File: config.mk
export PLATFORM = sky130hd
export DESIGN_NAME = serial_bit_feeder
export DESIGN_NICKNAME = d
export VERILOG_FILES = /design/src/rtl/feeder_pkg.sv /design/src/rtl/feeder_shift_reg.sv /design/src/rtl/serial_bit_feeder.sv
export SDC_FILE = /design/constraint.sdc
export NUM_CORES = 1
export LEC_CHECK = 0
export CORE_MARGIN = 3
export CORE_UTILIZATION = 45
export DETAILED_ROUTE_END_ITERATION = 10
export PLACE_DENSITY = 0.73
export RECOVER_POWER = 100
export SETUP_SLACK_MARGIN = 0.5
export SLEW_MARGIN = 5
export SYNTH_ARGS = -nofsm -noshare
export SYNTH_HDL_FRONTEND = slang
export SYNTH_HIERARCHICAL = 1
export SYNTH_SLANG_ARGS = --single-unit
File: constraint.sdc
create_clock -name clk -period 3.25 [get_ports clk]
set_input_delay 0.65 -clock clk [delete_from_list [all_inputs] [get_ports clk]]
set_output_delay 0.65 -clock clk [all_outputs]
set_load 0.005 [all_outputs]
File: src/rtl/feeder_pkg.sv
// Shared definitions for the serial bit feeder and its neighbours.
//   feeder_state_e       : feeder FSM state (IDLE, SHIFT)
//   FEEDER_DEFAULT_WIDTH : default word width
//   FEEDER_IDX_W         : bit_index width for the default word width
//   FEEDER_IDLE_LEVEL    : line level while no word is shifted; detector
//                          benches reuse it so both agree on the idle value
//   feeder_idx_width()   : bit_index width for an arbitrary word width
package feeder_pkg;

   typedef enum logic {
      IDLE,
      SHIFT
   } feeder_state_e;

   localparam int unsigned FEEDER_DEFAULT_WIDTH = 8;
   localparam int unsigned FEEDER_IDX_W         = $clog2(FEEDER_DEFAULT_WIDTH);
   localparam logic        FEEDER_IDLE_LEVEL    = 1'b0;

   function automatic int unsigned feeder_idx_width(input int unsigned width);
      return $clog2(width);
   endfunction

endpackage

File: src/rtl/feeder_shift_reg.sv
// Loadable WIDTH-bit shifter.
//   clk, reset : clock, asynchronous active-low reset (clears to FILL)
//   load       : capture load_data (has priority over shift)
//   shift      : move one bit toward the output end, shifting FILL in
//   load_data  : parallel word
//   out_bit    : bit currently at the output end (MSB when MSB_FIRST=1)
module feeder_shift_reg #(
   parameter int unsigned WIDTH     = 8,
   parameter bit          MSB_FIRST = 1'b1,
   parameter logic        FILL      = 1'b0
) (
   input  logic             clk,
   input  logic             reset,
   input  logic             load,
   input  logic             shift,
   input  logic [WIDTH-1:0] load_data,
   output logic             out_bit
);

   logic [WIDTH-1:0] q;

   // Shifting in FILL means that after WIDTH shifts the register holds only
   // FILL, so the output end is already at the idle level when a word ends.
   always_ff @(posedge clk or negedge reset) begin
      if (!reset) begin
         q <= {WIDTH{FILL}};
      end else if (load) begin
         q <= load_data;
      end else if (shift) begin
         if (MSB_FIRST) q <= {q[WIDTH-2:0], FILL};
         else           q <= {FILL, q[WIDTH-1:1]};
      end
   end

   assign out_bit = MSB_FIRST ? q[WIDTH-1] : q[0];

endmodule

File: src/rtl/serial_bit_feeder.sv
// Parallel-to-serial feeder for the Mealy sequence detector.
//   clk, reset  : clock, asynchronous active-low reset
//   in_valid    : producer has a word on in_data
//   in_data     : word to serialise (WIDTH bits)
//   in_ready    : hold register empty; transfer on in_valid && in_ready
//   serial_out  : serial bit (IDLE_LEVEL when idle)
//   bit_valid   : serial_out carries a payload bit
//   frame_start : pulse with the first bit of each word
//   bit_index   : transmit position of the bit on serial_out, 0 when idle
//   busy        : shifter active or hold register full
module serial_bit_feeder
   import feeder_pkg::*;
#(
   parameter int unsigned WIDTH      = FEEDER_DEFAULT_WIDTH,
   parameter bit          MSB_FIRST  = 1'b1,
   parameter logic        IDLE_LEVEL = FEEDER_IDLE_LEVEL
) (
   input  logic                     clk,
   input  logic                     reset,
   input  logic                     in_valid,
   input  logic [WIDTH-1:0]         in_data,
   output logic                     in_ready,
   output logic                     serial_out,
   output logic                     bit_valid,
   output logic                     frame_start,
   output logic [$clog2(WIDTH)-1:0] bit_index,
   output logic                     busy
);

   localparam int unsigned   IW   = feeder_idx_width(WIDTH);
   localparam logic [IW-1:0] LAST = IW'(WIDTH - 1);

   feeder_state_e    state, state_d;
   logic             hold_full, hold_full_d;
   logic [WIDTH-1:0] hold_data;
   logic             ready_en;
   logic [IW-1:0]    count, count_d;
   logic             bit_valid_d, frame_start_d, busy_d;
   logic             accept, unload, last_bit, shift_en;

   assign accept   = in_valid && in_ready;
   assign last_bit = (state == SHIFT) && (count == LAST);
   // Hold drains into the shifter when idle or as the last bit leaves.
   assign unload   = hold_full && ((state == IDLE) || last_bit);
   assign shift_en = (state == SHIFT) && !unload;

   // ready_en keeps in_ready low until the first edge after reset release.
   assign in_ready = ready_en && !hold_full;

   // State register
   always_ff @(posedge clk or negedge reset) begin
      if (!reset) state <= IDLE;
      else        state <= state_d;
   end

   // Next-state logic
   always_comb begin
      state_d = state;
      unique case (state)
         IDLE:    if (hold_full)              state_d = SHIFT;
         SHIFT:   if (last_bit && !hold_full) state_d = IDLE;
         default:                             state_d = IDLE;
      endcase
   end

   // Next values of the registered outputs and the handshake state
   always_comb begin
      hold_full_d = hold_full;
      if (accept)      hold_full_d = 1'b1;
      else if (unload) hold_full_d = 1'b0;

      count_d = '0;
      if ((state == SHIFT) && !last_bit) count_d = count + 1'b1;

      bit_valid_d   = (state_d == SHIFT);
      frame_start_d = unload;
      busy_d        = (state_d == SHIFT) || hold_full_d;
   end

   always_ff @(posedge clk or negedge reset) begin
      if (!reset) begin
         hold_full   <= 1'b0;
         hold_data   <= '0;
         ready_en    <= 1'b0;
         count       <= '0;
         bit_valid   <= 1'b0;
         frame_start <= 1'b0;
         busy        <= 1'b0;
      end else begin
         hold_full   <= hold_full_d;
         ready_en    <= 1'b1;
         count       <= count_d;
         bit_valid   <= bit_valid_d;
         frame_start <= frame_start_d;
         busy        <= busy_d;
         if (accept) hold_data <= in_data;
      end
   end

   assign bit_index = count;

   feeder_shift_reg #(
      .WIDTH     (WIDTH),
      .MSB_FIRST (MSB_FIRST),
      .FILL      (IDLE_LEVEL)
   ) u_shift (
      .clk       (clk),
      .reset     (reset),
      .load      (unload),
      .shift     (shift_en),
      .load_data (hold_data),
      .out_bit   (serial_out)
   );

endmodule
* Yosys cells after proc, flatten, opt, wreduce, memory -nomap -nowiden *
Index checks and enable logic that the tools add are counted.

word-level totals
  output and inout bits = 8
  logic and storage cells = 32
  input bits = 11
  register bits after elaboration = 24

operators by class
  add/sub/neg operators = 1
  reductions and logical operators = 13
  muxes and demuxes = 8
  bitwise operators = 1
  equal/unequal tests = 1

operators by type and width
  kind                 count
  $mux 8               2
  $logic_and 1x1->1    7
  $mux 1               4
  $add 3x1->3 const B  1
  $eq 3x3->1 const B   1
  $logic_not 1->1      3
  $mux 3               1
  $logic_or 1x1->1     2
  $pmux 1 s2           1
  $reduce_bool 2->1    1
  $not 1->1            1

* Depth between registers and ports, before layout *
Gate-level depths: netlist (run 1).

  depth after elaboration = 8
  mapped depth = 7
  mapped depth without buffers = 6

* Cells and area by module *
The synthesis (run 1) kept the hierarchy.

by module, submodules not included
  module             instances  area an instance (µm²)  sequential area each (µm²)  cells an instance
  serial_bit_feeder  1          609.3                   400.4                       41
  feeder_shift_reg   1          369.1                   200.2                       34

* Worst setup path before layout (run 1) *
OpenSTA, ideal clock, no wires.

  kind = flip-flop to flip-flop
  start point = register count[0] (netlist: bit_index[0])
  end point = register u_shift.q[1]
  arrival = 1.368 ns
  library setup time = 0.136 ns
  stages on the path, launching flop included = 7
  slack = 1.746 ns
  clock period less this slack = 1.504 ns
  cells stage by stage = dfrtp_1 ha_1 ha_1 a21boi_0 buf_6 mux2i_1 o21ai_1

between the ends
  longest elaborated chain between the ends = 7

RTL lines
  what                                RTL line                 RTL
  start, declared                     serial_bit_feeder.sv:37  logic [IW-1:0] count, count_d;
  start signal, assigned              serial_bit_feeder.sv:92  count <= count_d;
  $eq 3x3->1                          serial_bit_feeder.sv:42  assign last_bit = (state == SHIFT) && (count == LAST);
  $logic_and 1x1->1                   serial_bit_feeder.sv:42
  $logic_or 1x1->1                    serial_bit_feeder.sv:44  assign unload = hold_full && ((state == IDLE) || last_bit);
  $logic_and 1x1->1                   serial_bit_feeder.sv:44
  $logic_not 1->1                     serial_bit_feeder.sv:45  assign shift_en = (state == SHIFT) && !unload;
  $logic_and 1x1->1                   serial_bit_feeder.sv:45
  named net shift_en                  serial_bit_feeder.sv:39  logic accept, unload, last_bit, shift_en;
  $reduce_bool 2->1 (no source line)  --
  end signal, assigned                feeder_shift_reg.sv:28   q <= load_data;
  end signal, assigned                feeder_shift_reg.sv:30   if (MSB_FIRST) q <= {q[WIDTH-2:0], FILL};
  end signal, assigned                feeder_shift_reg.sv:31   else q <= {FILL, q[WIDTH-1:1]};
  end, declared                       feeder_shift_reg.sv:20   logic [WIDTH-1:0] q;

The timed path passes the listed nets, and every way through them passes these cells.
A chain may end at the register's enable or synchronous reset.

* Worst setup path after layout (run 1) *
  start point = register hold_full
  end point = output in_ready

between the ends
  longest elaborated chain between the ends = 2

RTL lines
  what                    RTL line                 RTL
  start, declared         serial_bit_feeder.sv:34  logic hold_full, hold_full_d;
  start signal, assigned  serial_bit_feeder.sv:90  hold_full <= hold_full_d;
  $logic_not 1->1         serial_bit_feeder.sv:48  assign in_ready = ready_en && !hold_full;
  $logic_and 1x1->1       serial_bit_feeder.sv:48
  end, declared           serial_bit_feeder.sv:22  output logic in_ready,

Every way passes these cells.

==> results list, run 1 <==
- In the synthesized netlist the dominant register cell turns out to be sky130_fd_sc_hd__dfrtp_1.
* Count of input and output buffers: 18
* Final Routed Wirelength: 1510 um
* Count of flip-flops with a built-in enable after synthesis: 0
* Power density over the cells: 817 nW/um^2
- In this run the standard cell core region covers 2000 sq um.
- Post-synthesis cell type count: 18
* Count of synthesis-stage warnings from yosys: 6
- Setup violations remaining at the end of the flow were counted as 0.
- Static Leakage: 0.566 nW
- Across all layers, the routed design uses 610 vias.
* Final Hold Vio Count: 0
* Ant diodes: 0
- Leading post-synthesis cells by cell area: sky130_fd_sc_hd__dfrtp_1 61%, sky130_fd_sc_hd__mux2_2 9.2%, sky130_fd_sc_hd__mux2i_1 7.2%
- Clock network fraction of design power: 15.8%
* Drt first pass iters: 4
- Tot GR Track Use: 14.4%
- At the worst endpoint, the required time is 2.60 ns.
- Synthesized instance count: 75
- The die is 52.6 um wide.
- Routability-driven placement finished with a final weighted congestion of 0.697.
- Fill cell instance count of the final layout: about 180
* Post-synthesis async set-or-reset flop share: between 90% and 100%
- By count the netlist is led by 24 x sky130_fd_sc_hd__dfrtp_1, 10 x sky130_fd_sc_hd__nand2_1, 8 x sky130_fd_sc_hd__mux2_2.
- Die footprint: 2770 sq um
* Cell-by-cell trace of the critical path: and2b_2 > dlygate4sd3_1
* Clock buffers created by TritonCTS: 3
- Worst-case hold slack: 0.474 ns
- In the post-synthesis netlist, the cell with the most instances is sky130_fd_sc_hd__dfrtp_1.
* Clock skew: about 0.011 ns
- The worst setup path is launched from a register.
* Multi-input gate area: 339 sq um
* Clock Pin Slew Worst Setup and Hold Paths: 0.13 ns
* Final critical-path share of the clock period: 66.6%
* Resize count post-CTS: 0
- From synthesis to final layout, the design area changed by 23.1%.
- At the pin with the least slew margin, the transition time is 1.21 ns.
- The worst setup path is of the reg -> out kind.
- Class of the most critical hold timing path: reg -> reg
- Across the run, the number of max-cap violations was 0.
- In this run, synthesis produced a sequential element count of 24.
* CTS tree: done
- Setup repair after global routing left no endpoint under its margin.
* Worst-path fanout max: 4
- Pin count of the biggest net entering global routing: 25
* Sequential Area: 601 sq um
* Mapped Nets: 88
* Clock Sink Count: 24
* Avg Vias per Cell: slightly below 5
- The share of synthesized area in the top cell type comes to 61.4%.
- Across the VDD grid, the largest voltage drop is 433 uV.
* Fraction of layout instances using a drive strength above 1: 14.4%
- # rows: 16
- Switching Fraction: 30.6%
- The worst setup path is captured at a primary output.
- Based on the critical path, the design can be clocked at up to 462 MHz.
- For this design the total switching power over the nets is 0.301 mW.
- At the later pin of the worst-skew pair, clock insertion delay measures 0.32 ns.
- Root Buffer: sky130_fd_sc_hd__clkbuf_4
- Internal: 0.683 mW
- Number of levels in the clock H-tree: 1
- Total negative setup slack: 0 ns
* Crit path DAT: ~1.5 ns
- Maximum clock insertion buffer count: 2
* Slowest cell on the critical path: sky130_fd_sc_hd__dlygate4sd3_1
- Buffers inserted to repair hold after CTS numbered 0.
* Antenna violations before repair: 0
- Vert. Die Dim: approximately 53 um
- The count of nets left with antenna violations once routing finished came out at 0.
- Detail-routed net length per standard cell: between 10 and 15 um
* Sequential share of power: between 40% and 50%
* Final min period: roughly 2.2 ns
- After global routing the overflow that remains totals 0.
- Outcome: finished clean
- Post-CTS setup repair buffer count: 0
* Number of top-level design ports: 19
- For this configuration, the core starts out at a cell density of 48.9%.
- Detailed placement ended at an HPWL of between 1000 and 1500 um.
- Fraction of the yosys area taken by sequential cells: 61.4%
* Largest incremental delay on the critical path: between 0.5 and 0.6 ns
* Post-synthesis instance area: 978 sq um
- The first global-routing pass estimated between 2000 and 3000 um of wire.
* DRC errors left: 0
- The first routing iteration left 4 violations.
- In this run the mean area of a mapped cell was 13.0 sq um.
- Combinational power share: 34.4%
* Max-slew violation count: 0
* Slew HR: 19.5%
- The final layout contains 111 nets.
- Library cell occupying the most area in the post-synthesis netlist: sky130_fd_sc_hd__dfrtp_1
- The number of global-route vias before repair is 608.
-- path summary, 6_finish.rpt --
path | endpoint | cells after the start | start | slack (ns)
setup / recovery | in_ready | 2 | hold_full | 1.09
hold / removal | bit_index[0] | 1 | bit_index[0] | 0.47
setup reg to reg | u_shift/q[5] | 5 | bit_index[0] | 1.40
hold reg to reg | bit_index[0] | 1 | bit_index[0] | 0.47
max in group asynchronous | hold_data[2] | 2 | reset | 1.45
min in group asynchronous | u_shift/q[7] | 2 | reset | 1.08
-- layer usage --
| metal | up-vias | global-route usage [%] | routed length [um] |
|---|---|---|---|
| li1 | 298 | - | - |
| met1 | 292 | 16.6 | 678 |
| met2 | 15 | 22.5 | 710 |
| met3 | 5 | 5.13 | 80 |
| met4 | 0 | 8.94 | 44 |
| met5 | - | 0 | 0 |
-- power groups by stage --
| stage | Clock, mW | Combinational (mW) | Sequential (mW) |
|---|---|---|---|
| 3_5_place_dp | 0 | 0.374 | 0.502 |
| 6_report | 0.156 | 0.339 | 0.490 |
| 3_3_place_gp | 0 | 0.360 | 0.494 |
| 2_1_floorplan | 0 | 0.248 | 0.483 |
| 4_1_cts | 0.161 | 0.376 | 0.495 |
| 5_1_grt | 0.175 | 0.380 | 0.507 |
-- cells by family (layout without fill, tap and decap cells) --
group	Yosys count	count (layout)	share of synthesized area, %
DFF	24	24	61.4
buffers and inverters	3	25	2.68
muxes	15	15	16.4
AOI/OAI and AO/OA	10	10	5.37
and+or+nand+nor	20	20	11.3
adders and majority gates	2	2	2.56
other	1	1	0.383
-- critical path: cells and delay by family, from the launching register on --
kind | cells | cell delay (ns)
buffers and inverters | 1 | 0.56
DFF | 1 | 0.43
and+or+nand+nor | 1 | 0.21
-- metrics by stage --
stage / cell area, sq um / total power [mW] / worst slack [ns] / utilization [%] / cells
global placement: 1180 / 0.855 / 1.49 / 59.2 / 120
global route: 1200 / 1.06 / 1.04 / 60.2 / 124
finish: 1200 / 0.984 / 1.09 / 60.2 / 124
CTS: 1220 / 1.03 / 1.13 / 61.0 / 124
detailed placement: 1180 / 0.875 / 1.39 / 59.2 / 120
floorplan: 978 / 0.731 / 1.75 / - / 75
-- state kept, by name, summed over array words and instances, names as in the netlist --
name	flops
bit_index	3
bit_valid	1
busy	1
frame_start	1
hold_data	8
hold_full	1
ready_en	1
u_shift/q	8
-- placed cells by master, fill, tap and decap left out --
| master | netlist | final |
|---|---|---|
| sky130_fd_sc_hd__clkbuf_1 | 0 | 1 |
| sky130_fd_sc_hd__nand2_1 | 10 | 10 |
| sky130_fd_sc_hd__dfrtp_1 | 24 | 24 |
| sky130_fd_sc_hd__and2_1 | 2 | 1 |
| sky130_fd_sc_hd__o21ai_0 | 2 | 9 |
| sky130_fd_sc_hd__and2b_2 | 1 | 1 |
| sky130_fd_sc_hd__nand3b_1 | 0 | 1 |
| sky130_fd_sc_hd__inv_1 | 1 | 1 |
| sky130_fd_sc_hd__clkbuf_4 | 0 | 3 |
| sky130_fd_sc_hd__clkbuf_8 | 0 | 1 |
| sky130_fd_sc_hd__ha_1 | 2 | 2 |
| sky130_fd_sc_hd__nor2b_1 | 1 | 1 |
| sky130_fd_sc_hd__dlygate4sd3_1 | 0 | 10 |
| sky130_fd_sc_hd__nand3_1 | 1 | 1 |
| sky130_fd_sc_hd__nor2_1 | 2 | 2 |
| sky130_fd_sc_hd__a21boi_0 | 1 | 1 |
| sky130_fd_sc_hd__nand2b_1 | 2 | 2 |
| sky130_fd_sc_hd__conb_1 | 1 | 1 |
| sky130_fd_sc_hd__clkdlybuf4s50_1 | 0 | 8 |
| sky130_fd_sc_hd__mux2i_1 | 7 | 7 |
| sky130_fd_sc_hd__buf_4 | 0 | 1 |
| sky130_fd_sc_hd__mux2_2 | 8 | 8 |
| sky130_fd_sc_hd__and2_0 | 0 | 1 |
-- area by class of cell --
type,instances,share of cell area (%)
well taps,27,2.80
clock buffers,4,3.01
multi-input cells,48,28.1
repair buffers,20,15.9
inverters,1,0.312
flip-flops and latches,24,49.8
Power figures use the tool's default switching activity.
==> inputs of run 2 (changes only) <==
==> constraint.sdc (replaced) <==
create_clock -name clk -period 2.15 [get_ports clk]
set_input_delay 0.43 -clock clk [delete_from_list [all_inputs] [get_ports clk]]
set_output_delay 0.43 -clock clk [all_outputs]
set_load 0.005 [all_outputs]
==> results list, run 2 (synthesis gave the netlist of run 1 again) <==
- Met3 wire length: 63 um
- Nature of the critical path endpoint: primary output
- Clock skew: 0.00367 ns
- Final critical-path setup slack: 0.471 ns
- Sequential Area: roughly 600 sq um
- Fraction of layout instances using a drive strength above 1: between 20% and 30%
- Antenna-violating nets left: 0
- Avg Vias per Cell: 4.87
- Slew HR: between 10% and 20%
- At the pin with the least slew margin, the transition time is 1.21 ns.
- Total negative setup slack: 0 ns
* Max Fclk: 596 MHz
- CTS built an H-tree with a depth of 1.
- Capturing instance or port of the critical path: busy
- STA puts the critical path data required time at 1.72 ns.
- Slowest cell on the critical path: sky130_fd_sc_hd__dlygate4sd3_1
- Detail-routed net length per standard cell: about 14 um
* Syn-to-layout area delta: 30.3%
- Max-slew violation count: 0
- In this run the worst setup path begins at busy.
- Via total after detailed routing: 638
* Final Routed Wirelength: 1780 um
* Worst-case setup slack after placement: just over 0.3 ns
* Sum of met2 wire segment lengths after detailed routing: 916 um
- Highest ir drop seen on vdd: around 660 uV
* Clock Sink Count: 24
* Hold buffers post-CTS: 0
* Floorplan die width: 52.6 um
* Remaining global-route overflow: 0
- Crit path DAT: about 1.3 ns
- Dividing total power by cell area gives a power density of around 1300 nW/um^2.
- The initial utilization of the core area, before any placement, comes to 48.9%.
* Placer congestion estimate: ~0.7
- Total stage count of the critical path: 1
- The path class of the tightest hold or removal check is reg -> reg.
- Global routing consumed, over all layers together, ~14% of the routing resources.
* Worst r2r dst: u_shift/q[7]
* Static Leakage: 0.593 nW
- Vert. Die Dim: 52.6 um
- Dpl cells: 120
- Grouping stages by cell kind, the critical path spends the most delay in buffers and inverters.
* Clock buffers created by TritonCTS: 3
* Violation count after the first detailed-routing iteration: 3
- Drt first pass iters: 4
- Antenna violations before repair: 0
- Die footprint: ~2800 sq um
- Total of endpoints with negative setup slack in the final report: 0
- In the finished design, the share of the clock period the worst path needs comes to 78.1%.
- TritonCTS built the clock tree.
* Number of top-level design ports: 19
* # rows: 16
- Counting the fill cells in the layout gives approximately 160.
- Summing all multi-input logic gate instances after layout gives 354 sq um.
- Unrepaired setup endpoints after global routing: true
- M1 WL: 755 um
* Cell-by-cell trace of the critical path: dlygate4sd3_1
- At the later pin of the worst-skew pair, clock insertion delay measures 0.31 ns.
- In this run the deepest clock path goes through 2 buffers.
- MaxCap Viol Count: 0
* Clock Pin Slew Worst Setup and Hold Paths: 0.13 ns
- Pin count of the biggest net entering global routing: 25
- STA classifies the critical path startpoint as a register.
- The worst path needs 1.68 ns of the cycle, external delays included.
- DRC errors left: 0
- Final cell count without fillers: 131
- The top cell types in the final layout, fill and taps aside, are 24 x sky130_fd_sc_hd__dfrtp_1, 10 x sky130_fd_sc_hd__nand2_1, 8 x sky130_fd_sc_hd__o21ai_0, 8 x sky130_fd_sc_hd__mux2_2, 8 x sky130_fd_sc_hd__clkdlybuf4s50_1.
- Standard cell core area: 2000 sq um
* Worst setup slack for register-to-register paths: 0.51 ns
- CTS placed an instance of sky130_fd_sc_hd__clkbuf_4 at the clock tree root.
- The critical path is of the reg -> out type.
- For this run, the slowest stage of the critical path takes about 0.57 ns.
- The final number of hold-violating endpoints came to 0.
- The number of global-route vias before repair is slightly below 600.
* First-pass GRT wire length: around 2700 um
- Layout net count: 118
- After legalization and detailed placement, the total HPWL measured ~1100 um.
- The count of buffers added on input and output ports is 18.
- After detailed routing, no signal wire sits above met4.
- Measured in cells, the most critical reg-to-reg path has a length of 6.
* Ant diodes: 0
- The worst register-to-register path begins at bit_index[0].
- Together, buffers and inverters on the worst path number 1.
- Leaving out fill and tap cells, the most frequent cell in the layout is sky130_fd_sc_hd__dfrtp_1.
- The flow ran to the end, and the final reports show no timing, DRC or antenna violations.
- Of all nets on the critical path, the largest fanout is 1.
==> run 2: cell types whose count changed in the layout (fill, tap and decap cells not counted), sizes merged <==
cell / delta
buf: +6
dlygate4sd3: -6
clkdlybuf4s25: +5
clkbuf: +1
dlygate4sd2: +1
==> run 2: worst min-delay path by stage <==
stage	start	to	slack, ns	depth (start not counted)
3_3_place_gp	bit_index[0]	bit_index[0]	0.44	1
3_5_place_dp	bit_index[0]	bit_index[0]	0.47	1
4_1_cts	reset	u_shift/q[0]	0.46	2
6_report	hold_data[1]	u_shift/q[1]	0.52	2
5_1_grt	hold_data[1]	u_shift/q[1]	0.55	2
2_1_floorplan	reset	bit_index[0]	0.13	0
==> run 2: cell type report <==
type / instances / area share, %
flip-flops and latches: 24 / 47.1
multi-input cells: 48 / 27.8
repair buffers: 27 / 19.3
clock buffers: 4 / 2.85
well taps: 27 / 2.65
inverters: 1 / 0.294
==> run 2: layer usage <==
| metal | track usage [%] | vias up |
|---|---|---|
| met5 | 0 | - |
| met4 | 8.94 | 0 |
| met3 | 2.56 | 4 |
| met2 | 20.9 | 14 |
| met1 | 18.0 | 311 |
| li1 | - | 309 |
==> run 2: repair_timing <==
action | 4_1_cts | 5_1_grt
buffers inserted | 2 | 5
setup endpoints to repair | 12 | 13
pin swaps | 0 | 0
resized for setup | 4 | 10
==> run 2: report_power, final <==
part	internal [mW]	total, mW	leakage, nW	switching, mW
registers	0.639	0.747	0.293	0.107
logic	0.366	0.645	0.280	0.280
clock network	0.103	0.237	0.0210	0.134
==> run 2: through the flow <==
stage / hold slack, ns / total power [mW] / instance area (sq um) / util, %
after floorplan: 0.134 / 1.11 / 978 / -
after global placement: 0.444 / 1.29 / 1180 / 59.2
after detailed placement: 0.471 / 1.32 / 1180 / 59.2
after CTS: 0.461 / 1.57 / 1240 / 61.8
after global routing: 0.549 / 1.75 / 1270 / 63.7
final: 0.519 / 1.63 / 1270 / 63.7
